==> config.mk <==
export PLATFORM = sky130hd
export DESIGN_NAME = reduce_tree_pipe
export DESIGN_NICKNAME = d
export VERILOG_FILES = /design/src/rtl/reduce_tree_pkg.sv /design/src/rtl/reduce_tree_stage.sv /design/src/rtl/reduce_tree_pipe.sv
export SDC_FILE = /design/constraint.sdc
export NUM_CORES = 1
export LEC_CHECK = 0
export BUFFER_PORTS_ARGS = -buffer_cell sky130_fd_sc_hd__buf_4
export CAP_MARGIN = 5
export CORE_MARGIN = 5
export CORE_UTILIZATION = 60
export CTS_BUF_LIST = sky130_fd_sc_hd__clkbuf_8
export DETAILED_ROUTE_END_ITERATION = 8
export PLACE_DENSITY_LB_ADDON = 0.1
export SETUP_SLACK_MARGIN = 0.15
export SYNTH_ARGS = -nofsm -noshare
export SYNTH_HDL_FRONTEND = slang
export SYNTH_HIERARCHICAL = 1
export SYNTH_SLANG_ARGS = --single-unit
==> constraint.sdc <==
create_clock -name clk -period 3.8 [get_ports clk]
set_input_delay 0.38 -clock clk [delete_from_list [all_inputs] [get_ports clk]]
set_output_delay 0.38 -clock clk [all_outputs]
set_load 0.02 [all_outputs]
==> src/rtl/reduce_tree_pkg.sv <==
// reduce_tree_pkg: op encoding and tree-shape helpers shared by the reduction pipeline
package reduce_tree_pkg;
  typedef enum logic [1:0] {OP_AND, OP_OR, OP_XOR, OP_NAND} op_e;
  function automatic int stages(int width, int fanin);
    int s = 0;
    int w = width;
    while (w > 1) begin
      w = (w + fanin - 1) / fanin;
      s++;
    end
    return s < 1 ? 1 : s;
  endfunction
  function automatic int level_width(int width, int fanin, int k);
    int w = width;
    for (int i = 0; i <= k; i++) w = (w + fanin - 1) / fanin;
    return w;
  endfunction
  function automatic logic identity(op_e op);
    return op == OP_AND || op == OP_NAND;
  endfunction
endpackage

==> src/rtl/reduce_tree_stage.sv <==
// reduce_tree_stage: one tree level of FANIN-to-1 nodes with identity padding and a valid/op/data register
module reduce_tree_stage
  import reduce_tree_pkg::*;
#(
  parameter int IN_W = 8,
  parameter int FANIN = 2,
  localparam int OUT_W = (IN_W + FANIN - 1) / FANIN
) (
  input  logic             clk,
  input  logic             rst_n,
  input  logic             in_valid_i,
  output logic             in_ready_o,
  input  logic [IN_W-1:0]  in_data_i,
  input  op_e              in_op_i,
  output logic             out_valid_o,
  input  logic             out_ready_i,
  output logic [OUT_W-1:0] out_data_o,
  output op_e              out_op_o
);
  localparam int PAD_W = OUT_W * FANIN;
  logic             valid_q, valid_d, load;
  op_e              op_q;
  logic [OUT_W-1:0] data_q, data_d;
  logic [PAD_W-1:0] pad;
  function automatic logic node(logic [FANIN-1:0] g, op_e op);
    return op == OP_OR ? |g : op == OP_XOR ? ^g : &g;
  endfunction
  assign in_ready_o  = !valid_q || out_ready_i;
  assign load        = in_valid_i && in_ready_o;
  assign valid_d     = load || (valid_q && !out_ready_i);
  assign out_valid_o = valid_q;
  assign out_data_o  = data_q;
  assign out_op_o    = op_q;
  // Pad the level to whole nodes with the op's identity element, then reduce each node
  always_comb begin
    pad = {PAD_W{identity(in_op_i)}};
    pad[IN_W-1:0] = in_data_i;
    for (int n = 0; n < OUT_W; n++) data_d[n] = node(pad[n*FANIN +: FANIN], in_op_i);
  end
  // Stage register: valid clears asynchronously, payload loads only on a transfer
  always_ff @(posedge clk or negedge rst_n) begin
    if (!rst_n) begin
      valid_q <= 1'b0;
      op_q    <= OP_AND;
      data_q  <= '0;
    end else begin
      valid_q <= valid_d;
      if (load) begin
        op_q   <= in_op_i;
        data_q <= data_d;
      end
    end
  end
endmodule

==> src/rtl/reduce_tree_pipe.sv <==
// reduce_tree_pipe: pipelined AND/OR/XOR/NAND reduction tree with valid/ready; REDUCE_TREE_OUT_REG_EN adds an output register
module reduce_tree_pipe
  import reduce_tree_pkg::*;
#(
  parameter int WIDTH = 8,
  parameter int FANIN = 2
) (
  input  logic             clk,
  input  logic             rst_n,
  input  logic             in_valid_i,
  output logic             in_ready_o,
  input  logic [WIDTH-1:0] in_data_i,
  input  logic [1:0]       in_op_i,
  output logic             out_valid_o,
  input  logic             out_ready_i,
  output logic             out_data_o,
  output logic [1:0]       out_op_o
);
  localparam int S = stages(WIDTH, FANIN);
  logic vld [S+1];
  logic rdy [S+1];
  op_e  ops [S+1];
  logic tail;
  assign vld[0]     = in_valid_i;
  assign ops[0]     = op_e'(in_op_i);
  assign in_ready_o = rdy[0];
  for (genvar k = 0; k < S; k++) begin : g_st
    localparam int IW = level_width(WIDTH, FANIN, k - 1);
    localparam int OW = level_width(WIDTH, FANIN, k);
    logic [IW-1:0] src;
    logic [OW-1:0] d;
    if (k == 0) begin : g_src
      assign src = in_data_i;
    end else begin : g_src
      assign src = g_st[k-1].d;
    end
    reduce_tree_stage #(.IN_W(IW), .FANIN(FANIN)) u_stage (
      .clk        (clk),
      .rst_n      (rst_n),
      .in_valid_i (vld[k]),
      .in_ready_o (rdy[k]),
      .in_data_i  (src),
      .in_op_i    (ops[k]),
      .out_valid_o(vld[k+1]),
      .out_ready_i(rdy[k+1]),
      .out_data_o (d),
      .out_op_o   (ops[k+1])
    );
  end
  assign tail = g_st[S-1].d[0] ^ (ops[S] == OP_NAND);
`ifdef REDUCE_TREE_OUT_REG_EN
  logic ov_q, ov_d, od_q;
  op_e  oop_q;
  assign rdy[S]      = !ov_q || out_ready_i;
  assign ov_d        = vld[S] || (ov_q && !out_ready_i);
  assign out_valid_o = ov_q;
  assign out_data_o  = od_q;
  assign out_op_o    = oop_q;
  // Output register: takes the inverted NAND result so out_data comes straight from a flop
  always_ff @(posedge clk or negedge rst_n) begin
    if (!rst_n) begin
      ov_q  <= 1'b0;
      od_q  <= 1'b0;
      oop_q <= OP_AND;
    end else begin
      ov_q <= ov_d;
      if (vld[S] && rdy[S]) begin
        od_q  <= tail;
        oop_q <= ops[S];
      end
    end
  end
`else
  assign rdy[S]      = out_ready_i;
  assign out_valid_o = vld[S];
  assign out_data_o  = tail;
  assign out_op_o    = ops[S];
`endif
endmodule

* Word-level counts from Yosys, hierarchy flattened
Cells that the tools add are included.
** Storage, ports and cells
- Flip-flop bits (word level) :: 16
- Input port bits :: 14
- Output and inout bits :: 5
- Logic and storage cells :: 70
** Cells by class
- Equality and inequality tests :: 7
- Mux-type cells :: 14
- Bitwise logic cells :: 1
- Reductions and logical operators :: 39
** Operator list (number)
- $mux 1 :: 14
- $reduce_and 2->1 :: 7
- $reduce_or 2->1 :: 7
- $reduce_xor 2->1 :: 7
- $eq 2x2->1 const B :: 4
- $eq 2x1->1 const B :: 3
- $logic_and 1x1->1 :: 6
- $logic_not 1->1 :: 6
- $logic_or 1x1->1 :: 6
- $xor 1x1->1 :: 1

* Depth between registers and ports, before layout
Gate-level depths: netlist of the first run.
- Depth after elaboration :: 6
- Gate-level depth with buffers :: 7
- Mapped depth without buffers :: 7

* By module
The synthesis of the first run kept the hierarchy.
** Modules (own cells, without submodules)
- reduce_tree_stage (g_st[0].u_stage) :: times used 1, cells an instance 55, area each 511.7 um2, seq. area each 175.2 um2
- reduce_tree_stage (g_st[1].u_stage) :: times used 1, cells an instance 34, area each 329.1 um2, seq. area each 125.1 um2
- reduce_tree_stage (g_st[2].u_stage) :: times used 1, cells an instance 19, area each 217.7 um2, seq. area each 100.1 um2
- reduce_tree_pipe :: times used 1, cells an instance 2, area each 12.5 um2, seq. area each 0.0 um2

* Worst setup path before layout of the first run
No wires, ideal clock.
- Path kind :: input to register
- Start point :: input port out_ready_i
- End point :: register g_st[0].u_stage.op_q[1]
- Data arrival time :: 1674 ps
- Required time :: 3675 ps
- Setup slack :: 2001 ps
- Cell stages on the path :: 7
- Path buffers :: 0
- Cells stage by stage :: nand2b_2 > nor2b_1 > inv_1 > nor2b_2 > inv_1 > nand2_1 > mux2_2
** RTL lines
- start: declaration :: line reduce_tree_pipe.sv:15 : input logic out_ready_i,
- end signal: assignment :: line reduce_tree_stage.sv:49 : op_q <= in_op_i;
- end: declaration :: line reduce_tree_stage.sv:22 : op_e op_q;

==> results.toml, run 1 <==
[placed_design]
portBuffers = 18
pre_cts_slack_ns = 1.80
dp_hpwl_um = 1520
place_congestion = 0.802

[clock_network]
worstSkewPairLatency_ns = 0.25
root_buffer = "clkbuf_8"
ctsHtreeMaxLevel = 1
numCtsBuffers = 3
postCtsSetupBuffers = 0
cts_tree = "yes"
cts.sinks = 16
clock_path_buffers = 2
clk_pin_slew_worst_paths_ns = 0.06

[routing]
post_drt_wl_per_cell_um = 12.5
drc = 0
drtIter0Drc = 15
drt_wl_total_um = 1960
dr.pass1.iters = 4
vias = 828
drtAntennaViolNets = 0
viasPerCell = 5.31

[cells_and_area]
num_antenna_cells = 0
fillers = 126
finish.utilization_pct = 75.8
syn_to_final_growth_pct = 20.8
drive_above_1_share_pct = 24.4
finalNetCount = 160

[floorplan]
die_w_um = 52.3
coreArea_sq_mm = 0.00171
initial_core_util_pct = 62.7
pin_count = 19
die-area_sq_mm = 0.00273
num_rows = 15
die_h_um = 52.3

[synth]
synth_top_family_by_area = "adder cells"
yosysTopAreaCell = "dfrtp_1"
synthXorXnorAreaFrac_pct = 0.818
async_flop_share_pct = 100
avgSynthCellArea_sq_um = 9.74
synth-seq-cells = 16
yosys-mux-area-fraction_pct = 10.7
synthAdderAreaFrac_pct = 16.4
netlist_instances = 110
synth-compound-area-share_pct = 15.7
synth_ff_type = "dfrtp_1"
synth_area_sq_mm = 0.00107
synthSimpleGateAreaFrac_pct = 11.6
yosysTopAreaCellShare_pct = 37.4
ys_warn_count = 6
synth_cell_types = 29
synth_area_leaders = "dfrtp_1 (37%), ha_1 (16%), mux2i_1 (6.5%)"
synth-edff-count = 0
yosysSeqAreaShare_pct = 37.4
syn-num-nets = 138

[sta]
finalSetupViolCount = 0
worst_slew_pin_slew_ns = 0.293
finalClockSkew_ns = 0.00250
period_share_pct = 53.7
grt_setup_unrepaired = "no"
tns_ns = 0
hold_slack_ns = 0.368
min_period_ns = 2.04
hold_viol_final = 0
max-slew-margin-rel_pct = 80.3
fmax_ghz = 0.490
report.final.slew_viol_count = 0
fin_ws_ns = 1.76

[flow_run]
maxCapViolations = 0

[pwr]
vdd_ir_drop_max_mv = 0.329
power_uw = 600
power_leakage_uw = 0.000670
power.density_mw_per_mm2 = 464

[global_route]
grt_pass1_vias = 812
grt_pass1_wl_um = 3420
use_met3_pct = 4.27
gr-total-overflow = 0
grt_use_met2_pct = 31.0
grt-busiest-layer = "met2"
grtUsageTotal_pct = 17.3
grt_antenna_before_repair = 0
grt_max_degree = 17
use_met1_pct = 19.3

[status]
outcome = "finished, final reports clean"

[critical_path]
critPathMaxStageDelay_ns = 0.36
required_ns = 3.42
cp.arrival_ns = 1.66
crit_chain = "nand2b_2, nor2b_1, inv_1, nor2b_2, inv_1, buf_4"
cp-start-kind = "register"
endpoint_kind = "primary output"
cp_common_cell = "inv_1"
path_class = "register to primary output"
crit_fanout = 8
slowest_stage = "dfrtp_1"

[worst_hold_path]
hold_class = "input port to register"
==> per-stage QoR <==
stage                     std cells  instance area, sq um
after floorplan                 110                  1070
after global placement          151                  1230
after detailed placement        151                  1230
after CTS                       156                  1290
after global routing            156                  1290
final                           156                  1290
==> Yosys cell counts (2+ instances only) <==
cell / instances
o221ai_2: 2
a21oi_1: 5
nand2_1: 9
o21ai_0: 8
o221ai_1: 3
mux2i_1: 7
nand3_1: 2
dfrtp_1: 16
nor2_1: 5
inv_1: 17
inv_2: 2
mux2_1: 2
nor2b_1: 2
mux2_2: 2
ha_1: 14
==> flip-flops by register name (all words and copies together), names as in the netlist <==
| register | flops |
|---|---|
| g_st.u_stage/out_valid_o | 3 |
| g_st.u_stage/out_op_o | 6 |
| g_st.u_stage/out_data_o | 7 |
==> routing by layer <==
layer	up-vias	wire (um)	part of all wire [%]
li1	417	-	-
met1	387	773	40
met2	20	1060	54
met3	4	96	4.9
met4	0	31	1.6
met5	-	0	0
==> cells in the final DEF, fill, tap and decap left out, drive strengths merged <==
master	n
or4	1
ha	14
nor2b	3
a21oi	5
nand2	9
clkbuf	4
mux2i	7
dlygate4sd3	1
dfrtp	16
nand2b	2
a211o	1
mux2	4
o211ai	2
nor2	5
o21ai	8
buf	18
xnor2	1
a21boi	1
nand3	2
a41o	1
o221ai	5
or3	2
inv	19
==> final timing paths <==
| path | slack (ns) | cells past startpoint | start | endpoint |
|---|---|---|---|---|
| max | 1.76 | 6 | g_st[2].u_stage/out_valid_o | in_ready_o |
| min | 0.37 | 3 | in_valid_i | g_st[0].u_stage/out_valid_o |
| max reg2reg | 2.03 | 7 | g_st[2].u_stage/out_valid_o | g_st[0].u_stage/out_op_o[1] |
| min reg2reg | 0.52 | 1 | g_st[2].u_stage/out_op_o[0] | g_st[2].u_stage/out_op_o[0] |
| max in group asynchronous | 3.10 | 2 | rst_n | g_st[1].u_stage/out_op_o[1] |
| min in group asynchronous | 0.52 | 2 | rst_n | g_st[1].u_stage/out_data_o[1] |
==> worst max-delay path, delay by kind of cell (launching register included) <==
family	cells	cell delay, ns
buffers and inverters	3	0.43
and+or+nand+nor	3	0.61
DFF	1	0.36
==> final cells by class <==
class	count	area (sq um)	share of cell area (%)
clock buffers	4	55.1	4.26
inverters	19	71.3	5.51
multi-input cells	73	591	45.6
flip-flops and latches	16	400	30.9
well taps	25	31.3	2.42
repair buffers	19	145	11.2
==> cell families (layout without fill, tap and decap cells) <==
kind of cell | count (synthesis) | count (layout)
AOI/OAI and AO/OA | 23 | 23
xor gates and xnor gates | 1 | 1
adders and majority gates | 14 | 14
buffers and inverters | 21 | 42
DFF | 16 | 16
muxes | 11 | 11
and+or+nand+nor | 24 | 24
==> power by group <==
part	switching, uW	internal [uW]	leakage (uW)
Combinational	101	101	0.000449
Sequential	37.8	209	0.000193
Clock	59.1	91.9	0.0000288
Total	198	403	0.000670
==> what timing repair did <==
action                    CTS  global route
hold endpoints to repair   16             0
hold buffers                1             0
resized for setup           0             0
(Power assumes the default switching activity.)
==> run 2: changes to the inputs <==
--- a/config.mk
+++ b/config.mk
@@ -8,7 +8,7 @@
 export BUFFER_PORTS_ARGS = -buffer_cell sky130_fd_sc_hd__buf_4
 export CAP_MARGIN = 5
 export CORE_MARGIN = 5
-export CORE_UTILIZATION = 60
+export CORE_UTILIZATION = 51
 export CTS_BUF_LIST = sky130_fd_sc_hd__clkbuf_8
 export DETAILED_ROUTE_END_ITERATION = 8
 export PLACE_DENSITY_LB_ADDON = 0.1
==> constraint.sdc (replaced) <==
create_clock -name clk -period 1.8 [get_ports clk]
set_input_delay 0.18 -clock clk [delete_from_list [all_inputs] [get_ports clk]]
set_output_delay 0.18 -clock clk [all_outputs]
set_load 0.02 [all_outputs]
==> results.toml, run 2 (synthesis gave the netlist of run 1 again) <==
[status]
outcome = "finished, final reports clean"

[critical_path]
critPathMaxStageDelay_ns = 0.40
endpoint_kind = "register"
slowest_stage = "dfrtp_2"
crit_chain = "nand2b_2, nor2b_4, inv_1, nor2b_4, buf_4, or3_1, o221ai_1"
path_buf_inv = 2
required_ns = 1.95
path_class = "register to register"
cp.arrival_ns = 1.73
crit_fanout = 5
cp-start-kind = "register"
cp_common_cell = "nor2b_4"
r2r-start = "g_st[2].u_stage/out_valid_o"
r2r_end = "g_st[0].u_stage/out_data_o[2]"
crit_family = "simple AND/OR/NAND/NOR gates"
reg2regPathDepth = 7
critPathLaunch = "g_st[2].u_stage/out_valid_o"
critPathCapture = "g_st[0].u_stage/out_data_o[2]"
worst-path-stages = 7
r2r_slack_ns = 0.22

[cells_and_area]
final_cell_mix = "buf_4 (20), inv_1 (16), dfrtp_1 (15)"
fillers = 157
layout_commonest_cell = "buf_4"
num_antenna_cells = 0
fin_area_sq_mm = 0.00133
largest_reg_flops = 7
finalNetCount = 162
syn_to_final_growth_pct = 23.7
drive_above_1_share_pct = 27.8
regArea_sq_um = 402
multi_input_area_sq_um = 603

[sta]
hold_viol_final = 0
period_share_pct = 87.8
finalSetupViolCount = 0
min_period_ns = 1.58
fin_ws_ns = 0.220
grt_setup_unrepaired = "no"
tns_ns = 0
report.final.slew_viol_count = 0
finalClockSkew_ns = 0.00169
max-slew-margin-rel_pct = 81.4
fmax_ghz = 0.633
worst_slew_pin_slew_ns = 0.279

[clock_network]
worstSkewPairLatency_ns = 0.24
cts.sinks = 16
clk_pin_slew_worst_paths_ns = 0.06
cts_tree = "yes"
clock_path_buffers = 2
root_buffer = "clkbuf_8"
ctsHtreeMaxLevel = 1
numCtsBuffers = 3

[placed_design]
placed_area_sq_mm = 0.00123
dp_hpwl_um = 1510
place_congestion = 0.791
pre_cts_slack_ns = 0.158
portBuffers = 18

[routing]
drt_wl_total_um = 1790
drc = 0
drtIter0Drc = 5
vias = 810
viasPerCell = 5.06
drtAntennaViolNets = 0
dr.pass1.iters = 4
post_drt_wl_per_cell_um = 11.2

[pwr]
power_leakage_uw = 0.000691
power.density_mw_per_mm2 = 950
vdd_ir_drop_max_mv = 0.575

[global_route]
grtUsageTotal_pct = 12.9
gr-total-overflow = 0
grt_pass1_vias = 802
grt_max_degree = 17
grt_antenna_before_repair = 0
grt_pass1_wl_um = 3310

[floorplan]
coreArea_sq_mm = 0.00198
die-area_sq_mm = 0.00312
pin_count = 19
initial_core_util_pct = 54.0
num_rows = 16
die_w_um = 55.8
die_h_um = 55.8

[worst_hold_path]
hold_class = "input port to register"

[flow_run]
maxCapViolations = 0
run 2: changes by cell type in the layout (fill, tap and decap cells not counted), sizes merged:
cell  delta
buf      +2
run 2: report_power, final:
part / leakage, uW / total [uW] / internal (uW) / switching [uW]
registers: 0.000192 / 516 / 443 / 73.8
logic: 0.000470 / 432 / 220 / 212
clock network: 0.0000288 / 310 / 194 / 117
total: 0.000691 / 1260 / 856 / 402
run 2: cell type report:
| type | count | share of cell area, % |
|---|---|---|
| clock buffers | 4 | 4.15 |
| well taps | 27 | 2.55 |
| inverters | 19 | 5.38 |
| repair buffers | 21 | 12.1 |
| flip-flops and latches | 16 | 30.3 |
| multi-input cells | 73 | 45.5 |
run 2: worst min path at each step:
stage               depth (start not counted)                             to  slack [ns]       start
floorplan                                   0  g_st[0].u_stage/out_data_o[0]       -0.12       rst_n
global placement                            1  g_st[1].u_stage/out_data_o[0]        0.05       rst_n
detailed placement                          1  g_st[1].u_stage/out_data_o[0]        0.05       rst_n
CTS                                         3    g_st[0].u_stage/out_valid_o        0.17  in_valid_i
global route                                3    g_st[0].u_stage/out_valid_o        0.19  in_valid_i
finish                                      3    g_st[0].u_stage/out_valid_o        0.17  in_valid_i
run 2: what timing repair did:
item	4_1_cts	5_1_grt
buffers inserted	0	2
hold endpoints to repair	16	0
resized for setup	1	1
hold buffers	1	0
endpoints found under the setup margin	1	5
run 2: tightest hold or removal path: stages:
cell     delay [ns]
buf_4          0.09
inv_2          0.05
nand2_1        0.05
run 2: metrics by stage:
step | cells | util [%] | power (uW) | hold slack, ns
2_1_floorplan | 110 | - | 798 | -0.116
3_3_place_gp | 153 | 62.3 | 939 | 0.0482
3_5_place_dp | 153 | 62.3 | 954 | 0.0499
4_1_cts | 158 | 65.8 | 1270 | 0.168
5_1_grt | 160 | 66.9 | 1350 | 0.187
6_report | 160 | 66.9 | 1260 | 0.169
run 2: routing by layer:
metal	wire length, um	track usage [%]	vias up	part of all wire, %
met5	0	0	-	0
met4	19	6.10	0	1.1
met3	96	2.55	2	5.4
met2	894	22.3	19	50
met1	778	15.4	367	43
li1	-	-	422	-
==> run 3: changes to the inputs <==
--- a/config.mk
+++ b/config.mk
@@ -7,8 +7,10 @@
 export LEC_CHECK = 0
 export BUFFER_PORTS_ARGS = -buffer_cell sky130_fd_sc_hd__buf_4
 export CAP_MARGIN = 5
+export CELL_PAD_IN_SITES_DETAIL_PLACEMENT = 1
+export CELL_PAD_IN_SITES_GLOBAL_PLACEMENT = 2
 export CORE_MARGIN = 5
-export CORE_UTILIZATION = 51
+export CORE_UTILIZATION = 30
 export CTS_BUF_LIST = sky130_fd_sc_hd__clkbuf_8
 export DETAILED_ROUTE_END_ITERATION = 8
 export PLACE_DENSITY_LB_ADDON = 0.1
==> results.toml, run 3 (synthesis gave the netlist of run 1 again) <==
[global_route]
grt_pass1_vias = 812
gr-total-overflow = 0
grt_max_degree = 17
grt_use_met2_pct = 16.9
grt_antenna_before_repair = 0
grt_pass1_wl_um = 3810
use_met1_pct = 11.5
grt-busiest-layer = "met2"
use_met3_pct = 1.74
grtUsageTotal_pct = 9.73

[critical_path]
crit_fanout = 5
path_class = "register to register"
cp.arrival_ns = 1.78
cp-start-kind = "register"
required_ns = 1.97
endpoint_kind = "register"

[pwr]
power_leakage_uw = 0.000684
vdd_ir_drop_max_mv = 0.245
power_uw = 1220
power.density_mw_per_mm2 = 919

[placed_design]
pre_cts_slack_ns = 0.132
place_congestion = 0.699
portBuffers = 18
dp_hpwl_um = 1800

[floorplan]
pin_count = 19
die_h_um = 69.8
die_w_um = 69.8
initial_core_util_pct = 31.6
die-area_sq_mm = 0.00487
coreArea_sq_mm = 0.00339
num_rows = 21

[status]
outcome = "finished, final reports clean"

[sta]
min_period_ns = 1.61
fmax_ghz = 0.622
worst_slew_pin_slew_ns = 0.307
finalSetupViolCount = 0
tns_ns = 0
grt_setup_unrepaired = "no"
period_share_pct = 89.3
fin_ws_ns = 0.192
report.final.slew_viol_count = 0
max-slew-margin-rel_pct = 79.5
finalClockSkew_ns = 0.00608
hold_viol_final = 0

[clock_network]
clk_pin_slew_worst_paths_ns = 0.06
cts.sinks = 16
worstSkewPairLatency_ns = 0.25
cts_tree = "yes"
root_buffer = "clkbuf_8"
ctsHtreeMaxLevel = 1
numCtsBuffers = 3
clock_path_buffers = 2

[cells_and_area]
final_cell_mix = "buf_4 (19), inv_1 (17), dfrtp_1 (15)"
layout_commonest_cell = "buf_4"
num_antenna_cells = 0
finalNetCount = 161
largest_reg_flops = 7
fillers = 389
multi_input_area_sq_um = 603
syn_to_final_growth_pct = 24.3
drive_above_1_share_pct = 26.5
regArea_sq_um = 402

[worst_hold_path]
hold_class = "input port to register"

[routing]
post_drt_wl_per_cell_um = 12.3
vias = 820
dr.pass1.iters = 4
viasPerCell = 4.61
drc = 0
drtIter0Drc = 10
drtAntennaViolNets = 0
drt_wl_total_um = 2200

[flow_run]
maxCapViolations = 0
==> run 3: cell count changes in the layout (fill, tap and decap cells not counted), sizes merged <==
| cell | before | now |
|---|---|---|
| clkbuf | 4 | 3 |
| buf | 20 | 19 |
| inv | 19 | 20 |
==> run 3: path summary, 6_finish.rpt <==
path	startpoint	end	slack (ns)	cells after the start
max in group asynchronous	rst_n	g_st[2].u_stage/out_valid_o	1.28	2
hold / removal	in_valid_i	g_st[0].u_stage/out_valid_o	0.17	3
setup / recovery	g_st[2].u_stage/out_valid_o	g_st[0].u_stage/out_data_o[1]	0.19	7
setup reg to reg	g_st[2].u_stage/out_valid_o	g_st[0].u_stage/out_data_o[1]	0.19	7
hold reg to reg	g_st[2].u_stage/out_op_o[1]	g_st[2].u_stage/out_op_o[1]	0.52	1
min in group asynchronous	rst_n	g_st[1].u_stage/out_valid_o	0.32	2
==> run 3: per-stage QoR <==
| step | hold WS (ns) | utilization (%) | cell area [sq um] | std cells |
|---|---|---|---|---|
| after detailed placement | 0.0529 | 37.1 | 1260 | 172 |
| after CTS | 0.166 | 38.9 | 1320 | 177 |
| final | 0.169 | 39.3 | 1330 | 178 |
| after global routing | 0.177 | 39.3 | 1330 | 178 |
| after global placement | 0.0519 | 37.1 | 1260 | 172 |
| after floorplan | -0.116 | - | 1070 | 110 |
==> run 3: worst max-delay path, cell delays in order (launching register included) <==
cell      delay (ns)
dfrtp_2         0.41
nand2b_2        0.13
nor2b_4         0.07
inv_1           0.15
nor2b_4         0.07
buf_4           0.14
or4_1           0.48
o211ai_2        0.09
==> run 3: area by class of cell <==
type,instances,share of cell area [%]
clock buffer,3,3.10
sequential,16,30.2
inverter,19,5.36
clock inverter,1,0.282
timing repair buffer,20,11.5
multi-input combinational,73,45.3
tap,46,4.32
==> run 3: where the power goes <==
group | internal, uW | total (uW) | switching (uW)
sequential | 443 | 521 | 78.9
clock | 151 | 270 | 119
combinational | 217 | 432 | 215
==> run 3: repair_timing <==
action,CTS,global route
endpoints found under the setup margin,1,5
endpoints found under the hold margin,16,0
gates cloned,0,0
hold buffers,1,0
setup buffers,0,1
resized for setup,1,1
==> run 3: metal layers <==
layer / up-vias / part of all wire [%]
li1: 417 / -
met1: 386 / 42
met2: 13 / 53
met3: 4 / 3.0
met4: 0 / 1.8
met5: - / 0
